$ cat config.mk
export PLATFORM = sky130hd
export DESIGN_NAME = piece_rng_bag
export DESIGN_NICKNAME = d
export VERILOG_FILES = /design/src/rtl/piece_rng_bag.sv
export SDC_FILE = /design/constraint.sdc
export NUM_CORES = 1
export LEC_CHECK = 0
export ABC_CLOCK_PERIOD_IN_PS = 3850
export CORE_AREA = 4 4 69 71
export DETAILED_ROUTE_END_ITERATION = 6
export DIE_AREA = 0 0 73 75
export PLACE_DENSITY = 0.83
export SYNTH_ARGS = -nofsm -noshare
export SYNTH_HDL_FRONTEND = slang
export SYNTH_SLANG_ARGS = --single-unit
$ cat constraint.sdc
create_clock -name clka -period 3.85 [get_ports clka]
set_input_delay 0.385 -clock clka [delete_from_list [all_inputs] [get_ports clka]]
set_output_delay 0.385 -clock clka [all_outputs]
set_load 0.005 [all_outputs]
$ cat src/rtl/piece_rng_bag.sv
// Tetromino index generator: free-running Galois LFSR with entropy mixing,
// uniform or bag (no repeats within a bag) draw over a req/valid handshake.
module piece_rng_bag #(
  parameter int unsigned          LFSR_W     = 16,
  parameter logic [LFSR_W-1:0]    SEED       = 16'hACE1,
  parameter int unsigned          NUM_PIECES = 7,
  parameter int unsigned          PIECE_W    = 3,
  parameter int unsigned          ENT_W      = 4
) (
  input  logic               clka,
  input  logic               restart,
  input  logic               mode,
  input  logic               next_req,
  input  logic               entropy_strobe,
  input  logic [ENT_W-1:0]   entropy_in,
  output logic [PIECE_W-1:0] piece,
  output logic               piece_valid,
  output logic               busy,
  output logic [PIECE_W-1:0] bag_count,
  output logic [LFSR_W-1:0]  lfsr_state
);

  localparam int unsigned        SLOTS = 1 << PIECE_W;
  localparam logic [LFSR_W-1:0]  POLY  = LFSR_W'(16'hB400);
  localparam logic [PIECE_W-1:0] LAST  = PIECE_W'(NUM_PIECES - 1);
  localparam logic [SLOTS-1:0]   FULL  = SLOTS'((64'd1 << NUM_PIECES) - 64'd1);

  typedef enum logic {ST_IDLE, ST_SCAN} state_t;

  state_t             r_state, w_state_nxt;
  logic [LFSR_W-1:0]  r_lfsr, w_lfsr_nxt;
  logic [PIECE_W-1:0] r_cand, w_cand_nxt;
  logic [SLOTS-1:0]   r_used, w_used_nxt;
  logic [PIECE_W-1:0] r_piece, w_piece_nxt;
  logic               r_piece_valid, w_valid_nxt;
  logic               r_busy;
  logic [PIECE_W-1:0] r_bag_count, w_pop;
  logic [SLOTS-1:0]   w_set;
  logic               w_in_range;
  logic               w_accept;

  // Galois step, entropy mix, then lockup guard (zero state reloads SEED).
  always_comb begin
    w_lfsr_nxt = (r_lfsr >> 1) ^ (r_lfsr[0] ? POLY : '0);
    if (entropy_strobe) w_lfsr_nxt = w_lfsr_nxt ^ LFSR_W'(entropy_in);
    if (w_lfsr_nxt == '0) w_lfsr_nxt = SEED;
  end

  assign w_in_range = 32'(r_cand) < NUM_PIECES;
  assign w_accept   = w_in_range && (!mode || !r_used[r_cand]);
  assign w_set      = r_used | (SLOTS'(1) << r_cand);

  // Next-state: IDLE captures a candidate, SCAN walks it forward until legal.
  always_comb begin
    w_state_nxt = r_state;
    w_cand_nxt  = r_cand;
    w_used_nxt  = r_used;
    w_piece_nxt = r_piece;
    w_valid_nxt = 1'b0;
    case (r_state)
      ST_IDLE: begin
        if (next_req && !r_piece_valid) begin
          w_cand_nxt  = r_lfsr[PIECE_W-1:0];
          w_state_nxt = ST_SCAN;
        end
      end
      ST_SCAN: begin
        if (w_accept) begin
          w_piece_nxt = r_cand;
          w_valid_nxt = 1'b1;
          w_state_nxt = ST_IDLE;
          if (mode) w_used_nxt = ((w_set & FULL) == FULL) ? '0 : w_set;
        end else begin
          w_cand_nxt = (r_cand >= LAST) ? '0 : r_cand + PIECE_W'(1);
        end
      end
      default: w_state_nxt = ST_IDLE;
    endcase
  end

  always_comb begin
    w_pop = '0;
    for (int unsigned i = 0; i < SLOTS; i++) w_pop = w_pop + PIECE_W'(w_used_nxt[i]);
  end

  always_ff @(posedge clka) begin
    if (restart) begin
      r_state       <= ST_IDLE;
      r_lfsr        <= SEED;
      r_cand        <= '0;
      r_used        <= '0;
      r_piece       <= '0;
      r_piece_valid <= 1'b0;
      r_busy        <= 1'b0;
      r_bag_count   <= '0;
    end else begin
      r_state       <= w_state_nxt;
      r_lfsr        <= w_lfsr_nxt;
      r_cand        <= w_cand_nxt;
      r_used        <= w_used_nxt;
      r_piece       <= w_piece_nxt;
      r_piece_valid <= w_valid_nxt;
      r_busy        <= (w_state_nxt == ST_SCAN);
      r_bag_count   <= w_pop;
    end
  end

  assign piece       = r_piece;
  assign piece_valid = r_piece_valid;
  assign busy        = r_busy;
  assign bag_count   = r_bag_count;
  assign lfsr_state  = r_lfsr;

endmodule

==> qor.yml, run 1 <==
status: "complete, but fails checks"
violations: "setup timing"
path_cells: "buf_4 -> and4bb_1 -> a31oi_4 -> nand2_4 -> a31oi_4 -> nor2_4 -> fa_1 -> inv_2 -> fa_1 -> fa_1 -> inv_1 -> ha_1 -> inv_1 -> fa_2 -> xor2_1 -> nor2_1"
worst_pin_slew_ns: 0.3925
hold-path-endpoint: "lfsr_state[5]"
drt.antenna.violating_nets: 0
critPathRequiredTime_ns: 4.03
die_x_um: 73
crit_type: "reg2reg"
tns_ns: -0.1053
yosysWarnings: 0
vdd.ir_drop.worst_mv: 0.4516
cts_buffers: 5
clockBufferDepth: 2
num_antenna_cells: 0
r2r_cells: 16
crit_top_cell: "fa_1"
holdCritPathClass: "reg2reg"
hold_viol: 0
drt-pass1-iter-count: 4
hold_slack_ns: 0.4768
hold_depth: 1
yosysSeqAreaShare_pct: 37.38
crit_path_max_incr_delay_ns: 0.56
ys.flop_type: "dfxtp_1"
cts_hold_buf: 0
fillers: 308
max_freq_mhz: 255.7
pre_cts_ws_ns: 0.006174
io_buffers: 32
initial_utilization_pct: 44.27
cap_violations: 0
multiInputGateArea_um2: 1192
drcViolationCount: 0
vias_per_cell: 5.577
cpLargestDelayFamily: "adder cells"
area_delta_synth_final_pct: 41.66
cts.sinks: 35
rows: 24
drt-wirelength-per-cell_um: 16.52
grt_max_degree: 25
timing.rr.end: "bag_count[2]"
fp.dieH_um: 75
skew_ns: 0.007731
worst_r2r_startpoint: "r_cand[0]"
finalCritPeriodShare_pct: 101.6
async_flop_share_pct: 0
p_leak_uw: 0.001043
grt_pass1_wl_um: 7521
place_area_um2: 2372
num_vias: 1712
drtIter0Drc: 99
syn-num-nets: 218
syn_area_per_cell_um2: 9.514
design_area_um2: 2655
yosys_register_bits: 35
cp_max_fo: 5
slew_headroom_pct: 73.78
finalSetupViolCount: 2
cts_tree: "built"
ys_types: 43
worstPathArrival_ns: 4.09
place_congestion: 0.9320
setup_slack_ns: -0.06021
layout-drive-gt1-share_pct: 29.80
antenna_found_initial: 0
synth-edff-count: 0
rsz0062_at_grt: "yes"
drv_slew: 0
core_um2: 4234
fin_crit_ns: 3.910
clk_pin_slew_worst_paths_ns: 0.08
critPathBufInv: 4
clkLatencyLatePin_ns: 0.30
grt_usage_pct: 18.15
regArea_um2: 713.2
nets: 275
clk_root_buffer_cell: "clkbuf_8"
htree_levels: 2
place_hpwl_um: 3293
grt.overflow.total: 0
netlist_instances: 197
fin_total_pwr_uw: 1386
cp-end-kind: "flip-flop"
die_area_um2: 5475
drt_wl_total_um: 5071
power_per_cell_area_nw_per_um2: 521.9
min-delay-start: "lfsr_state[6]"
crit_path_start_kind: "flip-flop"
grt_pass1_vias: 1610
slowest_stage: "fa_1"
ios: 33
synth_area_um2: 1874
reg2reg_slack_ns: -0.06
==> per-stage QoR <==
stage / std cells / utilization [%]
after floorplan: 197 / -
after global placement: 294 / 56.03
after detailed placement: 294 / 56.03
after CTS: 303 / 59.13
after global routing: 307 / 62.71
final: 307 / 62.71
==> cell usage after synthesis (3+ instances only) <==
cell	count	area share (%)
a221oi_2	3	2.4
nor2_1	21	4.2
nor3_1	4	1.1
dfxtp_1	35	37
mux2i_1	4	2.1
inv_1	10	2.0
xor2_1	5	2.3
a21oi_1	15	4.0
a31oi_1	5	1.7
ha_1	8	5.3
fa_1	4	4.3
or2_1	4	1.3
buf_6	4	2.4
nor3_2	7	3.7
and2_1	5	1.7
nor4_1	4	1.3
nand2_1	11	2.2
nand2b_1	6	2.0
o21ai_0	4	1.1
xnor2_1	5	2.3
nor2b_1	3	1.0
nand3_1	3	0.80
==> layer usage <==
layer	vias to the layer above	GRT usage, %	wire [um]
met5	-	0	0
met3	9	4.139	314
met1	840	23.84	2231
met4	0	10.86	92
li1	803	-	-
met2	60	27.21	2433
==> final cells by class <==
cell class                 count  area share [%]
tap                           52           2.451
clock buffer                   5           2.592
inverter                      10           1.414
clock inverter                 3           1.649
sequential                    35           26.86
multi-input combinational    143           44.91
timing repair buffer          59           20.12
==> kinds of logic after synthesis <==
| logic type | after synthesis | share of synthesized area, % |
|---|---|---|
| adder cells (fa/ha/maj) | 12 | 9.613 |
| flip-flops | 35 | 37.38 |
| AND/OR/NAND/NOR | 76 | 23.57 |
| XOR/XNOR | 10 | 4.673 |
| buffers and inverters | 19 | 5.541 |
| multiplexers | 5 | 2.870 |
| AO/OA/AOI/OAI | 40 | 16.36 |
==> cells in the final DEF (no fill, tap or decap), drive strengths merged <==
master	n
dfxtp	35
clkdlybuf4s50	32
buf	27
nor2	21
a21oi	15
nand2	12
nor3	11
inv	10
ha	8
nand2b	6
a31oi	6
and2	5
xnor2	5
xor2	5
clkbuf	5
mux2i	5
nor4	4
or2	4
o21ai	4
fa	4
a31o	4
nand3	3
a221oi	3
nor2b	3
and4bb	2
a211oi	2
and4	2
clkinv	2
a22oi	1
and3	1
a21bo	1
a211o	1
o2111ai	1
nor4bb	1
or3	1
o21a	1
o31ai	1
bufinv	1
==> state kept, by name (all words and copies together), names as in the netlist <==
register	flops
lfsr_state	16
r_used	8
bag_count	3
piece	3
r_cand	3
busy	1
piece_valid	1
==> worst max-delay path by stage <==
stage	endpoint	slack, ns	from	cells after the start
after floorplan	bag_count[2]	0.003	r_cand[2]	19
after global placement	bag_count[2]	0.05	r_cand[0]	16
after detailed placement	bag_count[2]	0.006	r_cand[1]	16
after CTS	bag_count[2]	0.007	r_cand[0]	16
after global routing	bag_count[2]	-0.20	r_cand[0]	16
final	bag_count[2]	-0.06	r_cand[0]	16
==> power by group <==
part           switching [uW]  internal (uW)
Sequential               99.0            448
Clock                     143            193
Combinational             204            299
Total                     446            939
==> what timing repair did <==
action / CTS / global route
pin swaps: 0 / 8
setup endpoints to repair: 1 / 2
cloned: 0 / 0
resized for setup: 2 / 32
setup buffers: 1 / 4
hold endpoints to repair: 0 / 0
==> worst register-to-register path: stages (launching register included) <==
cell      delay (ns)
dfxtp_4         0.38
buf_4           0.16
and4bb_1        0.24
a31oi_4         0.21
nand2_4         0.10
a31oi_4         0.22
nor2_4          0.07
fa_1            0.56
inv_2           0.04
fa_1            0.52
fa_1            0.43
inv_1           0.08
ha_1            0.14
inv_1           0.06
fa_2            0.34
xor2_1          0.18
nor2_1          0.06
(Power assumes the default switching activity.)
==> inputs of run 2 (changes only) <==
--- a/config.mk
+++ b/config.mk
@@ -6,9 +6,9 @@
 export NUM_CORES = 1
 export LEC_CHECK = 0
 export ABC_CLOCK_PERIOD_IN_PS = 3850
-export CORE_AREA = 4 4 69 71
+export CORE_AREA = 3 3 68 70
 export DETAILED_ROUTE_END_ITERATION = 6
-export DIE_AREA = 0 0 73 75
+export DIE_AREA = 0 0 71 73
 export PLACE_DENSITY = 0.83
 export SYNTH_ARGS = -nofsm -noshare
 export SYNTH_HDL_FRONTEND = slang
==> run 2 against run 1 <==
  * Critical path depth is the same
  * Count of clock-buffer cells in the layout did not move
  * Critical path type unchanged
  * Largest cell class unchanged
  * Register-to-register slack hardly changed
  * Critical endpoint unchanged
  * The run still ends with setup timing left
  * Core utilization increased by 1.7 points
  * Global-route usage increased by 0.68 points
==> qor.yml, run 2 (synthesized netlist as in run 1, its figures left out) <==
status: "complete, but fails checks"
violations: "setup timing"
p_sw_uw: 434.7
antenna_found_initial: 0
layout-drive-gt1-share_pct: 29.64
slew_headroom_pct: 71.65
grt_usage_pct: 18.83
grt.overflow.total: 0
nets: 273
endpoint: "bag_count[2]"
drt-wirelength-per-cell_um: 15.69
internal_power_uw: 873.1
die_area_um2: 5183
hold_viol: 0
cts_buffers: 5
p_leak_uw: 0.001004
clk_root_buffer_cell: "clkbuf_8"
grt_max_degree: 25
initial_utilization_pct: 46.52
p_comb_share_pct: 37.6
grt_pass1_vias: 1606
skew_ns: 0.007991
p_clk_share_pct: 20.9
finalSetupViolCount: 2
layout_common_cells: "32 x dfxtp_1, 32 x clkdlybuf4s50_1, 22 x buf_4, 19 x nor2_1, 13 x a21oi_1"
critPathRequiredTime_ns: 4.03
pre_cts_ws_ns: -0.04099
cp_max_fo: 5
crit_path_start_kind: "flip-flop"
pwr-share-seq_pct: 41.5
htree_levels: 2
largest_reg_flops: 16
num_vias: 1645
utilization_pct: 64.44
worst_pin_slew_ns: 0.4219
core_um2: 4029
rsz0062_at_grt: "yes"
fin_total_pwr_uw: 1308
ios: 33
io_buffers: 32
crit_type: "reg2reg"
drt-pass1-iter-count: 4
drt_wl_total_um: 4754
cp-end-kind: "flip-flop"
hold_slack_ns: 0.4815
grt_pass1_wl_um: 7631
place_area_um2: 2370
place_congestion: 0.9643
clk_pin_slew_worst_paths_ns: 0.08
vdd.ir_drop.worst_mv: 0.4114
drtIter0Drc: 126
setup_slack_ns: -0.06711
crit_start: "r_cand[1]"
vias_per_cell: 5.429
place_hpwl_um: 3342
p_sw_share_pct: 33.24
drcViolationCount: 0
cap_violations: 0
fp.dieH_um: 73
max_freq_mhz: 255.3
clkLatencyLatePin_ns: 0.30
drv_slew: 0
area_delta_synth_final_pct: 38.52
worst_r2r_startpoint: "r_cand[1]"
r2r_cells: 16
cts_tree: "built"
holdCritPathClass: "reg2reg"
cts.sinks: 35
finalCritPeriodShare_pct: 101.7
num_antenna_cells: 0
drt.antenna.violating_nets: 0
power_per_cell_area_nw_per_um2: 503.7
worstPathArrival_ns: 4.10
timing.rr.end: "bag_count[2]"
die_x_um: 71
clockBufferDepth: 2
fin_crit_ns: 3.917
design_area_um2: 2596
rows: 23
reg2reg_slack_ns: -0.07
==> run 2: how the worst min path moves through the flow <==
stage,from,end,slack (ns),cells after the start
after floorplan,r_used[7],r_used[7],0.45,2
after global placement,lfsr_state[6],lfsr_state[5],0.45,1
after detailed placement,lfsr_state[7],lfsr_state[6],0.46,1
after CTS,lfsr_state[8],lfsr_state[7],0.49,1
after global routing,lfsr_state[7],lfsr_state[6],0.51,1
final,lfsr_state[7],lfsr_state[6],0.48,1
==> run 2: per-layer routing <==
layer,vias to the layer above,track usage [%],routed length (um)
met4,0,8.977,126
li1,793,-,-
met2,52,30.38,2318
met1,786,24.64,2099
met5,-,0,0
met3,14,3.030,209
==> run 2: metrics by stage <==
| stage | TNS [ns] | std cells |
|---|---|---|
| detailed placement | -0.04551 | 292 |
| CTS | 0 | 300 |
| global placement | 0 | 292 |
| global route | -0.5381 | 303 |
| finish | -0.1321 | 303 |
| floorplan | 0 | 197 |
==> run 2: cell type report <==
cell class	count	area [um2]
clock buffers	5	68.82
multi-input cells	143	1175
repair buffers	57	519.2
well taps	50	62.56
clock inverters	3	23.77
inverters	10	37.54
flip-flops and latches	35	709.4
fillers	314	1433
==> run 2: worst max-delay path, cell delays in order, from the launching register on <==
cell     delay, ns
dfxtp_4       0.39
buf_6         0.14
mux2i_4       0.26
a22oi_4       0.11
nor2_1        0.29
a21oi_1       0.16
nor2_1        0.14
fa_1          0.45
inv_2         0.08
fa_1          0.45
fa_1          0.49
inv_1         0.07
ha_2          0.16
inv_2         0.04
fa_2          0.33
xor2_1        0.17
nor2_1        0.05
==> run 2: power by group through the flow <==
stage                     logic [uW]  clock network (uW)  registers, uW
after floorplan                  232                   0            525
after global placement           445                   0            544
after detailed placement         461                   0            544
after CTS                        467                 280            539
after global routing             530                 299            558
final                            491                 273            543
==> run 2: what timing repair did <==
| item | 4_1_cts | 5_1_grt |
|---|---|---|
| setup buffers | 0 | 3 |
| hold buffers | 0 | 0 |
| resized for setup | 2 | 28 |
| pin swaps | 0 | 8 |
| endpoints found under the setup margin | 2 | 2 |
==> inputs of run 3 (changes only) <==
==> config.mk (replaced) <==
export PLATFORM = sky130hd
export DESIGN_NAME = piece_rng_bag
export DESIGN_NICKNAME = d
export VERILOG_FILES = /design/src/rtl/piece_rng_bag.sv
export SDC_FILE = /design/constraint.sdc
export NUM_CORES = 1
export LEC_CHECK = 0
export ABC_CLOCK_PERIOD_IN_PS = 4700
export CORE_AREA = 3 3 62 64
export DETAILED_ROUTE_END_ITERATION = 6
export DIE_AREA = 0 0 65 67
export PLACE_DENSITY = 0.92
export SYNTH_ARGS = -nofsm -noshare
export SYNTH_HDL_FRONTEND = slang
export SYNTH_SLANG_ARGS = --single-unit
==> constraint.sdc (replaced) <==
create_clock -name clka -period 4.7 [get_ports clka]
set_input_delay 0.47 -clock clka [delete_from_list [all_inputs] [get_ports clka]]
set_output_delay 0.47 -clock clka [all_outputs]
set_load 0.005 [all_outputs]
==> run 3 against run 2 <==
  * The run now ends clean
  * Sequential share of layout area rose by 3.6 points
  * First-iteration DRC count fell by 29%
  * Critical endpoint unchanged
  * Non-clock buffer count fell by 25
  * Register-to-register slack improved by 0.50 ns
==> qor.yml, run 3 (synthesized netlist as in run 1, its figures left out) <==
status: "finished, final reports clean"
power_per_cell_area_nw_per_um2: 434.7
cap_violations: 0
io_buffers: 32
worst_pin_slew_ns: 1.069
cts_buffers: 5
fin_crit_ns: 4.266
area_delta_synth_final_pct: 20.96
regArea_um2: 700.7
tns_ns: 0
die_x_um: 65
drt.antenna.violating_nets: 0
grt_max_degree: 25
drt-wirelength-per-cell_um: 13.65
r2r_cells: 16
fin_cells: 274
holdCritPathClass: "reg2reg"
die_area_um2: 4355
drcViolationCount: 0
cts_tree: "built"
largest_reg_flops: 16
core_um2: 3337
initial_utilization_pct: 56.17
layout-drive-gt1-share_pct: 11.84
fp.dieH_um: 67
worstPathArrival_ns: 4.46
cts_setup_buffers: 0
num_vias: 1506
hold_viol: 0
grt.overflow.total: 0
clk_root_buffer_cell: "clkbuf_4"
ios: 33
grt_pass1_vias: 1484
finalCritPeriodShare_pct: 90.77
fillers: 254
p_leak_uw: 0.0008842
crit_path_start_kind: "flip-flop"
drt-pass1-iter-count: 4
cts_hold_buf: 0
rsz0062_at_grt: "no"
cp-end-kind: "flip-flop"
slew_headroom_pct: 28.48
cts.sinks: 35
grt_usage_pct: 20.14
clkLatencyLatePin_ns: 0.33
dp_cells: 266
place_hpwl_um: 2769
drtIter0Drc: 90
clk_pin_slew_worst_paths_ns: 0.11
num_antenna_cells: 0
cp_max_fo: 16
drv_slew: 0
hold_depth: 1
max_freq_mhz: 234.4
drt_wl_total_um: 3740
grt_pass1_wl_um: 6706
rows: 21
nets: 248
cts_resized: 0
antenna_found_initial: 0
vdd.ir_drop.worst_mv: 0.3358
finalSetupViolCount: 0
place_congestion: 0.9108
final_common_cell: "dfxtp_1"
layout_common_cells: "35 x dfxtp_1, 32 x clkdlybuf4s50_1, 21 x nor2_1, 15 x a21oi_1, 11 x nand2_1"
critPathRequiredTime_ns: 4.89
multiInputGateArea_um2: 1070
clockBufferDepth: 2
vias_per_cell: 5.496
skew_ns: 0.01058
crit_type: "reg2reg"
htree_levels: 2
[run 3: final timing paths]
check	startpoint	endpoint	slack, ns
setup / recovery	r_cand[1]	bag_count[2]	0.43
hold reg to reg	lfsr_state[6]	lfsr_state[5]	0.48
hold / removal	lfsr_state[6]	lfsr_state[5]	0.48
setup reg to reg	r_cand[1]	bag_count[2]	0.43
[run 3: metal layers]
metal | up-vias | track usage (%) | wire length, um
met4 | 0 | 9.235 | 97
li1 | 749 | - | -
met1 | 705 | 26.06 | 1735
met2 | 41 | 31.80 | 1764
met3 | 11 | 4.553 | 143
met5 | - | 0 | 0
[run 3: final cells by class]
type,instances,area share (%)
multi-input cells,143,47.19
flip-flops and latches,35,30.91
repair buffers,32,14.13
well taps,46,2.539
clock inverters,3,1.932
clock buffers,5,1.656
inverters,10,1.656
[run 3: power breakdown]
| part | switching (uW) | total [uW] | internal, uW |
|---|---|---|---|
| Sequential | 79.6 | 444 | 365 |
| Combinational | 127 | 328 | 201 |
| Clock | 102 | 213 | 112 |
| Total | 308 | 986 | 677 |
[run 3: critical path: stages (launching register included)]
cell and delay [ns]:
dfxtp_1 0.57, ha_1 0.25, ha_1 0.18, nor2_1 0.05
nor4_1 0.24, and4_4 0.40, nor2_1 0.11, fa_1 0.55
inv_1 0.05, fa_1 0.49, fa_1 0.41, inv_1 0.07
ha_1 0.14, inv_1 0.05, fa_1 0.37, xor2_1 0.15
nor2_1 0.05
[run 3: metrics by stage]
| stage | area, um2 | worst slack (ns) | power, uW | hold WS [ns] | util (%) |
|---|---|---|---|---|---|
| after detailed placement | 2186 | 0.4887 | 778.9 | 0.4558 | 65.50 |
| after floorplan | 1874 | 0.8029 | 617.1 | 0.4496 | - |
| after global placement | 2186 | 0.5845 | 772.2 | 0.4479 | 65.50 |
| after global routing | 2267 | 0.09593 | 1053 | 0.5080 | 67.94 |
| final | 2267 | 0.4336 | 985.6 | 0.4790 | 67.94 |
| after CTS | 2267 | 0.4387 | 994.6 | 0.4810 | 67.94 |
